## src/rtl/dm_arb_pkg.sv

```systemverilog
// Shared definitions for the DATA_MEM port arbiter.
//   state_t   : arbiter FSM states (IDLE -> ACCESS -> RESP -> IDLE)
//   GNT_*     : grant_o encoding, also used as the one-hot winner code
//   word_addr : byte address to word address (caller truncates to ADDR_WIDTH)
package dm_arb_pkg;

   typedef enum logic [1:0] {
      IDLE   = 2'd0,
      ACCESS = 2'd1,
      RESP   = 2'd2
   } state_t;

   localparam logic [1:0] GNT_NONE = 2'b00;
   localparam logic [1:0] GNT_CPU  = 2'b01;
   localparam logic [1:0] GNT_DSP  = 2'b10;

   // Drops the byte offset; the upper bits are discarded by the caller's
   // width cast, so out-of-range addresses simply alias.
   function automatic logic [31:0] word_addr(input logic [31:0] byte_addr);
      return byte_addr >> 2;
   endfunction

endpackage

```

## src/rtl/rr_arbiter2.sv

```systemverilog
// Combinational two-way round-robin pick.
//   req        in  [1:0] bit 0 = CPU request, bit 1 = DSP request
//   last_grant in  [1:0] master that won the previous arbitration (GNT_*)
//   gnt        out [1:0] one-hot winner (GNT_CPU / GNT_DSP), GNT_NONE if idle
module rr_arbiter2
   import dm_arb_pkg::*;
(
   input  logic [1:0] req,
   input  logic [1:0] last_grant,
   output logic [1:0] gnt
);

   always_comb begin
      gnt = GNT_NONE;
      case (req)
         2'b01:   gnt = GNT_CPU;
         2'b10:   gnt = GNT_DSP;
         // On a tie the master that did not win last time goes first.
         2'b11:   gnt = (last_grant == GNT_DSP) ? GNT_CPU : GNT_DSP;
         default: gnt = GNT_NONE;
      endcase
   end

endmodule

```

## src/rtl/dm_port_arbiter.sv

```systemverilog
// Shares the single DATA_MEM port between the CPU load/store path and the
// DSP_CONV1D memory master. Each transaction takes IDLE -> ACCESS -> RESP,
// one cycle each, with a one-cycle ack to the winner in RESP.
// Ports:
//   clk_i, reset_ni                 clock, synchronous active-low reset
//   cpu_re_i/cpu_we_i/cpu_addr_i/cpu_wdata_i   CPU request (held until ack)
//   cpu_rdata_o/cpu_ack_o           CPU read data and completion pulse
//   dsp_req_i/dsp_we_i/dsp_addr_i/dsp_wdata_i  DSP request (held until ack)
//   dsp_rdata_o/dsp_ack_o           DSP read data and completion pulse
//   dm_addr_o/dm_wdata_o/dm_we_o    DATA_MEM word address, data, write enable
//   dm_rdata_i                      DATA_MEM read data
//   grant_o                         current owner (GNT_NONE/GNT_CPU/GNT_DSP)
//   busy_o                          transaction in flight
module dm_port_arbiter
   import dm_arb_pkg::*;
#(
   parameter int ADDR_WIDTH = 8,
   parameter int DATA_WIDTH = 32
)
(
   input  logic                  clk_i,
   input  logic                  reset_ni,
   input  logic                  cpu_re_i,
   input  logic                  cpu_we_i,
   input  logic [31:0]           cpu_addr_i,
   input  logic [DATA_WIDTH-1:0] cpu_wdata_i,
   output logic [DATA_WIDTH-1:0] cpu_rdata_o,
   output logic                  cpu_ack_o,
   input  logic                  dsp_req_i,
   input  logic                  dsp_we_i,
   input  logic [31:0]           dsp_addr_i,
   input  logic [DATA_WIDTH-1:0] dsp_wdata_i,
   output logic [DATA_WIDTH-1:0] dsp_rdata_o,
   output logic                  dsp_ack_o,
   output logic [ADDR_WIDTH-1:0] dm_addr_o,
   output logic [DATA_WIDTH-1:0] dm_wdata_o,
   output logic                  dm_we_o,
   input  logic [DATA_WIDTH-1:0] dm_rdata_i,
   output logic [1:0]            grant_o,
   output logic                  busy_o
);

   state_t     state_q, state_d;
   logic [1:0] last_grant_q;
   logic [1:0] req;
   logic [1:0] pick;
   logic       start;
   logic       complete;
   logic       we_q;

   // A CPU write takes precedence over a simultaneous CPU read.
   assign req = {dsp_req_i, cpu_re_i | cpu_we_i};

   rr_arbiter2 u_rr (
      .req        (req),
      .last_grant (last_grant_q),
      .gnt        (pick)
   );

   always_comb begin
      state_d  = state_q;
      start    = 1'b0;
      complete = 1'b0;
      case (state_q)
         IDLE: begin
            if (req != 2'b00) begin
               state_d = ACCESS;
               start   = 1'b1;
            end
         end
         ACCESS: begin
            state_d  = RESP;
            complete = 1'b1;
         end
         RESP:    state_d = IDLE;
         default: state_d = IDLE;
      endcase
   end

   always_ff @(posedge clk_i) begin
      if (!reset_ni) begin
         state_q <= IDLE;
      end else begin
         state_q <= state_d;
      end
   end

   // The dm_* output registers double as the transaction latch: they are
   // loaded only when a winner is picked, so requester inputs may change
   // freely once the transaction has started.
   always_ff @(posedge clk_i) begin
      if (!reset_ni) begin
         last_grant_q <= GNT_DSP;
         we_q         <= 1'b0;
         grant_o      <= GNT_NONE;
         busy_o       <= 1'b0;
         dm_addr_o    <= '0;
         dm_wdata_o   <= '0;
         dm_we_o      <= 1'b0;
         cpu_ack_o    <= 1'b0;
         dsp_ack_o    <= 1'b0;
         cpu_rdata_o  <= '0;
         dsp_rdata_o  <= '0;
      end else begin
         cpu_ack_o <= 1'b0;
         dsp_ack_o <= 1'b0;
         dm_we_o   <= 1'b0;

         if (start) begin
            grant_o      <= pick;
            busy_o       <= 1'b1;
            last_grant_q <= pick;
            if (pick == GNT_DSP) begin
               dm_addr_o  <= ADDR_WIDTH'(word_addr(dsp_addr_i));
               dm_wdata_o <= dsp_wdata_i;
               dm_we_o    <= dsp_we_i;
               we_q       <= dsp_we_i;
            end else begin
               dm_addr_o  <= ADDR_WIDTH'(word_addr(cpu_addr_i));
               dm_wdata_o <= cpu_wdata_i;
               dm_we_o    <= cpu_we_i;
               we_q       <= cpu_we_i;
            end
         end

         // Read data is captured on the ACCESS -> RESP edge, alongside the ack.
         if (complete) begin
            if (grant_o == GNT_DSP) begin
               dsp_ack_o <= 1'b1;
               if (!we_q) dsp_rdata_o <= dm_rdata_i;
            end else begin
               cpu_ack_o <= 1'b1;
               if (!we_q) cpu_rdata_o <= dm_rdata_i;
            end
         end

         if (state_q == RESP) begin
            grant_o <= GNT_NONE;
            busy_o  <= 1'b0;
         end
      end
   end

endmodule

```

## config.mk

```make
export PLATFORM = sky130hd
export DESIGN_NAME = dm_port_arbiter
export DESIGN_NICKNAME = d
export VERILOG_FILES = /design/src/rtl/dm_arb_pkg.sv /design/src/rtl/rr_arbiter2.sv /design/src/rtl/dm_port_arbiter.sv
export SDC_FILE = /design/constraint.sdc
export NUM_CORES = 1
export LEC_CHECK = 0
export ABC_AREA = 1
export CORE_ASPECT_RATIO = 0.9
export CORE_MARGIN = 1
export CORE_UTILIZATION = 35
export CTS_CLUSTER_SIZE = 28
export DETAILED_ROUTE_END_ITERATION = 16
export PLACE_DENSITY = 0.76
export SLEW_MARGIN = 20
export SYNTH_ARGS = -nofsm -noshare
export SYNTH_HDL_FRONTEND = slang
export SYNTH_HIERARCHICAL = 1
export SYNTH_SLANG_ARGS = --single-unit
```

## constraint.sdc

```tcl
create_clock -name clk_i -period 1.3 [get_ports clk_i]
set_input_delay 0.195 -clock clk_i [delete_from_list [all_inputs] [get_ports clk_i]]
set_output_delay 0.195 -clock clk_i [all_outputs]
set_load 0.01 [all_outputs]
```

Word level (Yosys, flattened, before mapping)
Cells that the tools add are included.
{ "word_totals": {"register_bits": 115, "latchBits": 0, "ram_bits": 0, "rom_bits": 0, "in_bits": 166, "out_inout_bits": 110, "elab_cells": 44, "n_memories": 0} }
{ "classes": {"addsub": 0, "multipliers": 0, "div": 0, "order_cmp": 0, "eq_ne": 9, "shift": 0, "mux": 12, "bitwise": 4, "n_reduce_logical": 7} }
{ "op_table": {"columns": ["cell", "n"], "rows": [
  ["$mux W32", 1],
  ["$eq A2 B2 Y1 const B", 6],
  ["$mux W8", 1],
  ["$mux W1", 6],
  ["$pmux W2 S3", 1],
  ["$reduce_and A3 Y1", 2],
  ["$eq A2 B1 Y1 const B", 2],
  ["$mux W2", 2],
  ["$pmux W2 S2", 1],
  ["$reduce_and A2 Y1", 2],
  ["$not A1 Y1", 3],
  ["$logic_not A2 Y1", 1],
  ["$ne A2 B2 Y1 const B", 1],
  ["$reduce_bool A2 Y1", 1],
  ["$reduce_or A2 Y1", 1],
  ["$or A1 B1 Y1", 1]
]} }

Longest topological paths before layout
Gate-level depths: netlist (run 1).
{ "logic_depth": {"ltp_word": 5, "ltp_mapped": 13, "ltp_nobuf": 12} }

Cells and area by module
The synthesis (run 1) kept the hierarchy.
{ "by_module_without_submodules": {"columns": ["module", "instances", "cells_each", "area_each_um2", "seq_area_each_um2"], "rows": [
  ["dm_port_arbiter", 1, 815, 5152.4, 2302.2],
  ["rr_arbiter2", 1, 14, 55.1, 0.0]
]} }

Worst setup path before layout (run 1)
OpenSTA, ideal clock, no wires.
{ "synth_timing": {"path_kind": "register -> register", "from": "reg last_grant_q[1]", "to": "reg dm_wdata_o[10]", "setup_ns": 0.064, "t_arrival_ns": 1.223, "required_time_ns": 1.236, "slack_ns": 0.013, "stages_incl_launch_ff": 12, "n_path_buf": 1, "synth_period_minus_slack_ns": 1.287, "path_cell_list": "dfxtp_1 inv_1 nor2_2 nand2_1 nand2_1 inv_1 nand2_1 clkbuf_1 nand2_1 nand2_1 nor2_1 nor2_1"} }
{ "synth_via": {"elab_chain_cells": 5} }
{ "synth_rtl": {"columns": ["item", "line_no", "text"], "rows": [
  ["start: declaration", "dm_port_arbiter.sv:44", "logic [1:0] last_grant_q;"],
  ["start signal: assignment", "dm_port_arbiter.sv:112", "last_grant_q <= pick;"],
  ["$eq A2 B2 Y1", "rr_arbiter2.sv:19", "2'b11: gnt = (last_grant == GNT_DSP) ? GNT_CPU : GNT_DSP;"],
  ["$mux W2", "rr_arbiter2.sv:19", null],
  ["$pmux W2 S3", "rr_arbiter2.sv:15", "case (req)"],
  ["named net pick[0]", "dm_port_arbiter.sv:46", "logic [1:0] pick;"],
  ["$eq A2 B2 Y1", "dm_port_arbiter.sv:113", "if (pick == GNT_DSP) begin"],
  ["$mux W32", "dm_port_arbiter.sv:113", null],
  ["end signal: assignment", "dm_port_arbiter.sv:115", "dm_wdata_o <= dsp_wdata_i;"],
  ["end signal: assignment", "dm_port_arbiter.sv:120", "dm_wdata_o <= cpu_wdata_i;"],
  ["end: declaration", "dm_port_arbiter.sv:36", "output logic [DATA_WIDTH-1:0] dm_wdata_o,"]
]} }
The timed path passes the listed nets, and every way through them passes these cells.
A chain may end at the register's enable or synchronous reset.

Worst setup path in the final report (run 1)
{ "layout_timing": {"from": "reg last_grant_q[0]", "to": "reg dm_wdata_o[15]"} }
Same word-level chain as after synthesis.

==> flow_metrics.env, run 1 <==
export IMPL_status="complete, but fails checks"
export IMPL_violations="setup timing"
export IMPL_swShare_pct=29.5
export IMPL_crit_family="simple AND/OR/NAND/NOR gates"
export IMPL_io_buffer_count=227
export IMPL_yosysUniqueCellTypes=18
export IMPL_combPwrFrac_pct=25.2
export IMPL_clock_latency_ns=0.42
export IMPL_syn_nets=995
export IMPL_synthCells=829
export IMPL_drive_gt1_share_pct=10.3
export IMPL_numCtsBuffers=17
export IMPL_placed_area_sq_mm=0.00776
export IMPL_seqPwrFrac_pct=36.0
export IMPL_cp_slowest_stage_delay_ns=0.35
export IMPL_crit_chain="inv_2, nand2_2, nand2_2, nand2_2, inv_2, nor2_4, buf_12, clkbuf_16, nand2_1, nand2_1, nor2_1, nor2_1"
export IMPL_start_kind="flop"
export IMPL_worst_slew_pin_slew_ns=0.346
export IMPL_dr_pass1_iters=5
export IMPL_fmax_mhz=685
export IMPL_rsz0062_at_grt="yes"
export IMPL_p_per_area_mw_per_mm2=1300
export IMPL_pwr_share_clk_pct=38.9
export IMPL_die_w_microns=131
export IMPL_hp_class="input port to flop"
export IMPL_leakage_uw=0.00446
export IMPL_vias=5687
export IMPL_endpoint_kind="flop"
export IMPL_die_area_sq_mm=0.0154
export IMPL_design_area_sq_mm=0.00866
export IMPL_critPathKind="flop to flop"
export IMPL_slew_viol_final=0
export IMPL_cts_tree="yes"
export IMPL_synth_seq_cells=115
export IMPL_synth_area_leader_cell="dfxtp_1"
export IMPL_grt_pass1_wl_microns=24300
export IMPL_place_gp_congestion=0.760
export IMPL_chipHeight_microns=118
export IMPL_post_place_ws_ns=-0.549
export IMPL_peakVddDrop_mv=0.876
export IMPL_io_pins=276
export IMPL_initial_core_util_pct=36.5
export IMPL_clock_sinks=115
export IMPL_cp_common_cell="nand2_2"
export IMPL_synth_top_area_share_pct=44.2
export IMPL_overflow=0
export IMPL_postRouteAntennaNets=0
export IMPL_nNetsFinal=1233
export IMPL_wl_per_cell_microns=13.2
export IMPL_core_area_sq_mm=0.0143
export IMPL_grt_antenna_before_repair=0
export IMPL_first_global_vias=5119
export IMPL_hold_viol_final=0
export IMPL_maxCapViolCount=0
export IMPL_setup_tns_ns=-3.19
export IMPL_routed_via_density=4.47
export IMPL_htree_levels=4
export IMPL_setup_viol=42
export IMPL_syn_cell_area_sq_mm=0.00521
export IMPL_dp_hpwl_microns=10300
export IMPL_fin_skew_ns=0.00556
export IMPL_min_period_ns=1.46
export IMPL_crit_slowest_cell="dfxtp_2"
export IMPL_syn_to_final_growth_pct=66.2
export IMPL_whs_ns=0.110
export IMPL_crit_arrival_ns=1.80
export IMPL_first_iter_violations=256
export IMPL_grt_use_total_pct=20.3
export IMPL_relSlewSlack_pct=76.7
export IMPL_nFillCells=1357
export IMPL_cts_root_buf="clkbuf_16"
export IMPL_yosys_top_cells_area="dfxtp_1, nand2_1, nor2_1"
export IMPL_seq_area_frac_synth_pct=44.2
export IMPL_ctsHoldBuffers=0
export IMPL_grt_max_degree=42
export IMPL_drc=0
export IMPL_ys_warn_count=6
export IMPL_final_period_utilization_pct=112
export IMPL_num_rows=41
export IMPL_layout_setup_ws_ns=-0.159
export IMPL_num_antenna_cells=0
export IMPL_cp_max_fo=10
export IMPL_clk_path_buf_depth=2
export IMPL_power_switching_uw=3310
export IMPL_path_clk_slew_ns=0.06
export IMPL_drt_total_wl_microns=16800
export IMPL_worst_path_buf_inv=4
export IMPL_postSynthAreaPerCell_sq_um=6.28
export IMPL_crit_required_ns=1.64
export IMPL_fin_util_pct=60.7
export IMPL_internal_power_uw=7930
export IMPL_ff2ff_setup_slack_ns=-0.16
[worst min-delay path, delay by kind of cell]
family	cells	cell delay [ns]
compound gates	1	0.04
buf+inv	2	0.24
[power by group through the flow]
stage	combinational [uW]	clock [uW]	sequential [uW]
after floorplan	1170	0	4260
after global placement	2640	0	4110
after detailed placement	2660	0	4120
after CTS	2600	4420	4040
after global routing	3100	4610	4080
final	2830	4370	4050
[routing by layer]
| metal | track usage (%) | vias to the layer above | wire length (microns) |
|---|---|---|---|
| li1 | - | 2930 | - |
| met4 | 6.18 | 0 | 251 |
| met2 | 34.1 | 206 | 8120 |
| met3 | 9.27 | 17 | 1620 |
| met5 | 0 | - | 0 |
| met1 | 22.5 | 2534 | 6780 |
[logic make-up (layout without fill, tap and decap cells)]
group,after synthesis,in the layout,share of synthesized area [%]
compound gates,5,5,0.480
buf+inv,135,386,11.3
simple gates,574,574,44.0
flops,115,115,44.2
[cells in the mapped netlist (all sizes together)]
cell      n
nand2   285
nor2    220
dfxtp   115
inv      88
nand3    68
buf      39
clkbuf    8
a21oi     4
nand3b    1
o21ai     1
[per-stage QoR]
stage                     power (uW)  instances
final                          11200       1273
after detailed placement        6780       1222
after floorplan                 5430        829
after global routing           11800       1273
after global placement          6750       1222
after CTS                      11100       1263
[final cells by class]
class,count,area [sq um],area share [%]
clock buffer,20,447,5.16
clock inverter,12,109,1.26
sequential,115,2310,26.7
tap,193,241,2.79
multi-input combinational,579,2390,27.7
inverter,88,330,3.82
timing repair buffer,266,2830,32.7
[placed cells by master (no fill, tap or decap), types with 4 or more instances in the layout]
master / instances
nor2_4: 4
nor2_1: 209
clkinvlp_4: 5
inv_1: 80
dfxtp_1: 110
clkdlybuf4s50_1: 114
dfxtp_2: 5
buf_16: 4
nand2_2: 13
clkbuf_16: 25
buf_4: 11
nor2_2: 6
buf_12: 13
buf_6: 4
dlygate4sd2_1: 108
nand3_1: 68
a21oi_1: 4
nand2_1: 269
inv_2: 8
[what timing repair did]
action / 4_1_cts / 5_1_grt
setup buffers: 5 / 2
endpoints found under the setup margin: 152 / 80
gates resized for setup: 133 / 26
pin swaps: 8 / 19
gates cloned: 4 / 9
[state kept, by name, indices dropped and copies added (netlist names)]
| signal | flops |
|---|---|
| busy_o | 1 |
| cpu_ack_o | 1 |
| cpu_rdata_o | 32 |
| dm_addr_o | 8 |
| dm_wdata_o | 32 |
| dm_we_o | 1 |
| dsp_ack_o | 1 |
| dsp_rdata_o | 32 |
| grant_o | 2 |
| last_grant_q | 2 |
| state_q | 2 |
| we_q | 1 |
[worst paths after layout]
| check | cells past startpoint | end | startpoint |
|---|---|---|---|
| worst min register to register | 2 | busy_o | busy_o |
| worst min-delay path | 3 | last_grant_q[0] | reset_ni |
| worst max register to register | 12 | dm_wdata_o[15] | last_grant_q[0] |
| worst max-delay path | 12 | dm_wdata_o[15] | last_grant_q[0] |
Note: power is estimated with default switching activity, not from simulation.
==> run 2: changes to the inputs <==
--- a/config.mk
+++ b/config.mk
@@ -11,8 +11,8 @@
 export CORE_UTILIZATION = 35
 export CTS_CLUSTER_SIZE = 28
 export DETAILED_ROUTE_END_ITERATION = 16
-export PLACE_DENSITY = 0.76
-export SLEW_MARGIN = 20
+export PLACE_DENSITY = 0.83
+export SLEW_MARGIN = 15
 export SYNTH_ARGS = -nofsm -noshare
 export SYNTH_HDL_FRONTEND = slang
 export SYNTH_HIERARCHICAL = 1
==> flow_metrics.env, run 2 (synthesized netlist as in run 1, its figures left out) <==
export IMPL_status="complete, but fails checks"
export IMPL_violations="setup timing"
export IMPL_dp_hpwl_microns=10400
export IMPL_path_clk_slew_ns=0.05
export IMPL_endpoint_kind="flop"
export IMPL_p_per_area_mw_per_mm2=1300
export IMPL_cp_startpoint="last_grant_q[0]"
export IMPL_grt_use_total_pct=21.6
export IMPL_fin_skew_ns=0.00822
export IMPL_r2r_start="last_grant_q[0]"
export IMPL_crit_required_ns=1.65
export IMPL_place_gp_congestion=0.761
export IMPL_clock_sinks=115
export IMPL_postRouteAntennaNets=0
export IMPL_maxCapViolCount=0
export IMPL_place_inst=1218
export IMPL_worst_slew_pin_slew_ns=0.301
export IMPL_nNetsFinal=1239
export IMPL_dr_pass1_iters=5
export IMPL_die_w_microns=131
export IMPL_hp_class="input port to flop"
export IMPL_leakage_uw=0.00455
export IMPL_crit_family="simple AND/OR/NAND/NOR gates"
export IMPL_start_kind="flop"
export IMPL_first_global_vias=5244
export IMPL_initial_core_util_pct=36.5
export IMPL_drive_gt1_share_pct=13.5
export IMPL_wl_per_cell_microns=14.1
export IMPL_hold_viol_final=0
export IMPL_nFillCells=1305
export IMPL_r2r_end="dm_wdata_o[20]"
export IMPL_grt_max_degree=55
export IMPL_routed_via_density=4.57
export IMPL_drt_total_wl_microns=18000
export IMPL_numCtsBuffers=17
export IMPL_vias=5840
export IMPL_grt_pass1_wl_microns=25400
export IMPL_top_regs="cpu_rdata_o: 32 flops, dm_wdata_o: 32 flops, dsp_rdata_o: 32 flops"
export IMPL_cp_common_cell="nand2_1"
export IMPL_critPathKind="flop to flop"
export IMPL_fmax_mhz=708
export IMPL_drc=0
export IMPL_core_area_sq_mm=0.0143
export IMPL_final_cell_mix="nand2_1, nor2_1, clkdlybuf4s50_1"
export IMPL_cts_tree="yes"
export IMPL_grt_antenna_before_repair=0
export IMPL_clk_path_buf_depth=2
export IMPL_num_rows=41
export IMPL_first_iter_violations=284
export IMPL_chipHeight_microns=118
export IMPL_relSlewSlack_pct=79.7
export IMPL_cp_max_fo=5
export IMPL_syn_to_final_growth_pct=70.2
export IMPL_min_period_ns=1.41
export IMPL_layoutNonFillerInstCount=1278
export IMPL_htree_levels=4
export IMPL_clock_latency_ns=0.42
export IMPL_post_place_ws_ns=-0.564
export IMPL_power_total_uw=11600
export IMPL_final_common_cell="nand2_1"
export IMPL_setup_viol=45
export IMPL_final_period_utilization_pct=109
export IMPL_die_area_sq_mm=0.0154
export IMPL_peakVddDrop_mv=0.874
export IMPL_cts_root_buf="clkbuf_16"
export IMPL_layout_setup_ws_ns=-0.112
export IMPL_overflow=0
export IMPL_worst_path_buf_inv=4
export IMPL_num_antenna_cells=0
export IMPL_critPathCapture="dm_wdata_o[20]"
export IMPL_rsz0062_at_grt="yes"
export IMPL_slew_viol_final=0
export IMPL_io_buffer_count=227
export IMPL_whs_ns=0.0928
export IMPL_r2r_cells=12
export IMPL_ff2ff_setup_slack_ns=-0.11
export IMPL_crit_cells=12
export IMPL_crit_arrival_ns=1.76
export IMPL_ctsHoldBuffers=0
export IMPL_crit_slowest_cell="dfxtp_2"
export IMPL_cp_slowest_stage_delay_ns=0.34
export IMPL_crit_chain="inv_1, nand2_1, nand2_1, nand2_2, inv_2, nor2_4, buf_6, clkbuf_16, nand2_2, nand2_1, nor2_1, nor2_1"
export IMPL_io_pins=276
[run 2: worst min-delay path by stage]
| stage | from | end | slack [ns] | depth (start not counted) |
|---|---|---|---|---|
| after floorplan | dsp_we_i | dm_we_o | 0.40 | 4 |
| after global placement | busy_o | busy_o | 0.45 | 2 |
| after detailed placement | busy_o | busy_o | 0.46 | 2 |
| after CTS | reset_ni | dm_addr_o[5] | 0.08 | 3 |
| after global routing | reset_ni | dm_addr_o[5] | 0.09 | 3 |
| final | reset_ni | dm_wdata_o[29] | 0.09 | 3 |
[run 2: cell type report]
cell class | count | area (sq um) | share of cell area, %
Clock buffer | 19 | 443 | 5.00
Timing Repair Buffer | 272 | 2890 | 32.6
Multi-Input combinational cell | 579 | 2510 | 28.3
Inverter | 88 | 330 | 3.73
Tap cell | 193 | 241 | 2.73
Sequential cell | 115 | 2310 | 26.1
Clock inverter | 12 | 134 | 1.51
[run 2: metal layers]
metal	GRT usage [%]	vias to the layer above	wire length, microns
li1	-	2950	-
met1	23.3	2581	6770
met2	37.3	284	9050
met3	8.41	25	1860
met4	8.19	0	348
met5	0	-	0
[run 2: report_power, final]
group | internal [uW] | total (uW) | switching (uW)
sequential | 3870 | 4060 | 183
clock | 2860 | 4590 | 1730
combinational | 1420 | 2910 | 1490
total | 8150 | 11600 | 3400
[run 2: repair_timing]
| item | in CTS | in global routing |
|---|---|---|
| setup endpoints to repair | 152 | 85 |
| gates resized for setup | 134 | 77 |
| pin swaps | 3 | 59 |
| buffers inserted | 7 | 7 |
| gates cloned | 7 | 8 |
[run 2: per-stage QoR]
step           setup TNS [ns]  area (sq um)  utilization (%)
3_5_place_dp           -22.34          7710             54.0
5_1_grt                 -8.26          8860             62.1
2_1_floorplan               0          5210                -
3_3_place_gp           -21.10          7710             54.0
4_1_cts                 -4.04          8440             59.2
6_report                -2.47          8860             62.1
[run 2: worst min-delay path, delay by kind of cell]
kind / cells / cell delay, ns
buf+inv: 1 / 0.16
simple gates: 2 / 0.11
==> run 3: changes to the inputs <==
--- a/config.mk
+++ b/config.mk
@@ -12,8 +12,10 @@
 export CTS_CLUSTER_SIZE = 28
 export DETAILED_ROUTE_END_ITERATION = 16
 export PLACE_DENSITY = 0.83
+export SKIP_LAST_GASP = 1
 export SLEW_MARGIN = 15
 export SYNTH_ARGS = -nofsm -noshare
 export SYNTH_HDL_FRONTEND = slang
 export SYNTH_HIERARCHICAL = 1
 export SYNTH_SLANG_ARGS = --single-unit
+export TNS_END_PERCENT = 100
==> flow_metrics.env, run 3 (synthesized netlist as in run 1, its figures left out) <==
export IMPL_status="complete, but fails checks"
export IMPL_violations="setup timing"
export IMPL_clk_path_buf_depth=2
export IMPL_fmax_mhz=709
export IMPL_start_kind="flop"
export IMPL_relSlewSlack_pct=79.7
export IMPL_grt_use_total_pct=21.6
export IMPL_clock_sinks=115
export IMPL_min_period_ns=1.41
export IMPL_num_antenna_cells=0
export IMPL_io_buffer_count=227
export IMPL_first_iter_violations=348
export IMPL_peakVddDrop_mv=0.874
export IMPL_fin_skew_ns=0.00654
export IMPL_grt_max_degree=55
export IMPL_crit_required_ns=1.64
export IMPL_p_per_area_mw_per_mm2=1300
export IMPL_place_gp_congestion=0.761
export IMPL_dr_pass1_iters=6
export IMPL_fin_util_pct=62.1
export IMPL_top_regs="cpu_rdata_o: 32 flops, dm_wdata_o: 32 flops, dsp_rdata_o: 32 flops"
export IMPL_layout_setup_ws_ns=-0.111
export IMPL_io_pins=276
export IMPL_clock_latency_ns=0.42
export IMPL_final_cell_mix="nand2_1, nor2_1, clkdlybuf4s50_1"
export IMPL_hp_class="input port to flop"
export IMPL_num_rows=41
export IMPL_worst_slew_pin_slew_ns=0.301
export IMPL_postRouteAntennaNets=0
export IMPL_leakage_uw=0.00457
export IMPL_grt_antenna_before_repair=0
export IMPL_initial_core_util_pct=36.5
export IMPL_syn_to_final_growth_pct=70.0
export IMPL_chipHeight_microns=118
export IMPL_path_clk_slew_ns=0.05
export IMPL_grt_pass1_wl_microns=25400
export IMPL_final_period_utilization_pct=109
export IMPL_first_global_vias=5244
export IMPL_nNetsFinal=1239
export IMPL_overflow=0
export IMPL_routed_via_density=4.54
export IMPL_htree_levels=4
export IMPL_drc=0
export IMPL_power_total_uw=11500
export IMPL_cts_tree="yes"
export IMPL_numCtsBuffers=17
export IMPL_setup_tns_ns=-2.47
export IMPL_cp_max_fo=5
export IMPL_final_common_cell="nand2_1"
export IMPL_drive_gt1_share_pct=12.9
export IMPL_crit_arrival_ns=1.76
export IMPL_die_w_microns=131
export IMPL_endpoint_kind="flop"
export IMPL_core_area_sq_mm=0.0143
export IMPL_drt_total_wl_microns=18000
export IMPL_vias=5806
export IMPL_cts_root_buf="clkbuf_16"
export IMPL_critPathKind="flop to flop"
export IMPL_slew_viol_final=0
export IMPL_hold_viol_final=0
export IMPL_setup_viol=48
export IMPL_wl_per_cell_microns=14.1
export IMPL_post_place_ws_ns=-0.564
export IMPL_maxCapViolCount=0
export IMPL_rsz0062_at_grt="yes"
export IMPL_dp_hpwl_microns=10400
export IMPL_die_area_sq_mm=0.0154
==> run 3: cell count changes in the layout (fill, tap and decap cells not counted), sizes merged <==
cell / before / now
clkbuf: 29 / 27
clkdlybuf4s15: 12 / 7
dlygate4sd2: 97 / 104
==> run 3: worst max-delay path, stage by stage, from the launching register on <==
cell and delay (ns):
dfxtp_2 0.34, inv_1 0.04, nand2_1 0.05, nand2_1 0.06, nand2_2 0.07, inv_2 0.04, nor2_4 0.15, buf_6 0.17
clkbuf_16 0.17, nand2_2 0.04, nand2_1 0.05, nor2_1 0.03, nor2_1 0.11
==> run 3: worst paths after layout <==
| check | end | cells past startpoint | from | slack (ns) |
|---|---|---|---|---|
| worst max-delay path | dm_wdata_o[20] | 12 | last_grant_q[0] | -0.11 |
| worst min-delay path | dm_wdata_o[29] | 3 | reset_ni | 0.09 |
| worst max register to register | dm_wdata_o[20] | 12 | last_grant_q[0] | -0.11 |
| worst min register to register | dsp_rdata_o[30] | 2 | dsp_rdata_o[30] | 0.46 |
==> run 3: report_power, final <==
part	total [uW]	internal (uW)	leakage (uW)	switching (uW)
clock	4590	2860	0.000267	1730
combinational	2900	1420	0.00336	1490
sequential	4050	3870	0.000947	181
==> run 3: layout make-up <==
cell class | count | area [sq um]
timing repair buffer | 272 | 2890
multi-input combinational | 579 | 2500
fill | 1310 | 5410
inverter | 88 | 330
clock inverter | 12 | 134
clock buffer | 19 | 443
tap | 193 | 241
sequential | 115 | 2310
==> run 3: stage by stage <==
| stage | instances | cell area [sq um] | hold WS (ns) |
|---|---|---|---|
| 2_1_floorplan | 829 | 5210 | 0.397 |
| 3_3_place_gp | 1218 | 7710 | 0.448 |
| 3_5_place_dp | 1218 | 7710 | 0.463 |
| 4_1_cts | 1263 | 8440 | 0.0772 |
| 5_1_grt | 1278 | 8850 | 0.0867 |
| 6_report | 1278 | 8850 | 0.0939 |
==> run 3: metal layers <==
| metal | part of all wire (%) | up-vias | GRT usage, % |
|---|---|---|---|
| met4 | 1.8 | 0 | 8.19 |
| li1 | - | 2949 | - |
| met3 | 9.8 | 22 | 8.41 |
| met1 | 38 | 2571 | 23.3 |
| met5 | 0 | - | 0 |
| met2 | 50 | 264 | 37.3 |
==> run 3: what timing repair did <==
action                                  CTS  global route
resized for setup                       132            66
buffers inserted                          7             7
hold buffers                              0             0
cloned                                    7             8
pin swaps                                 3            51
endpoints found under the setup margin  152            86
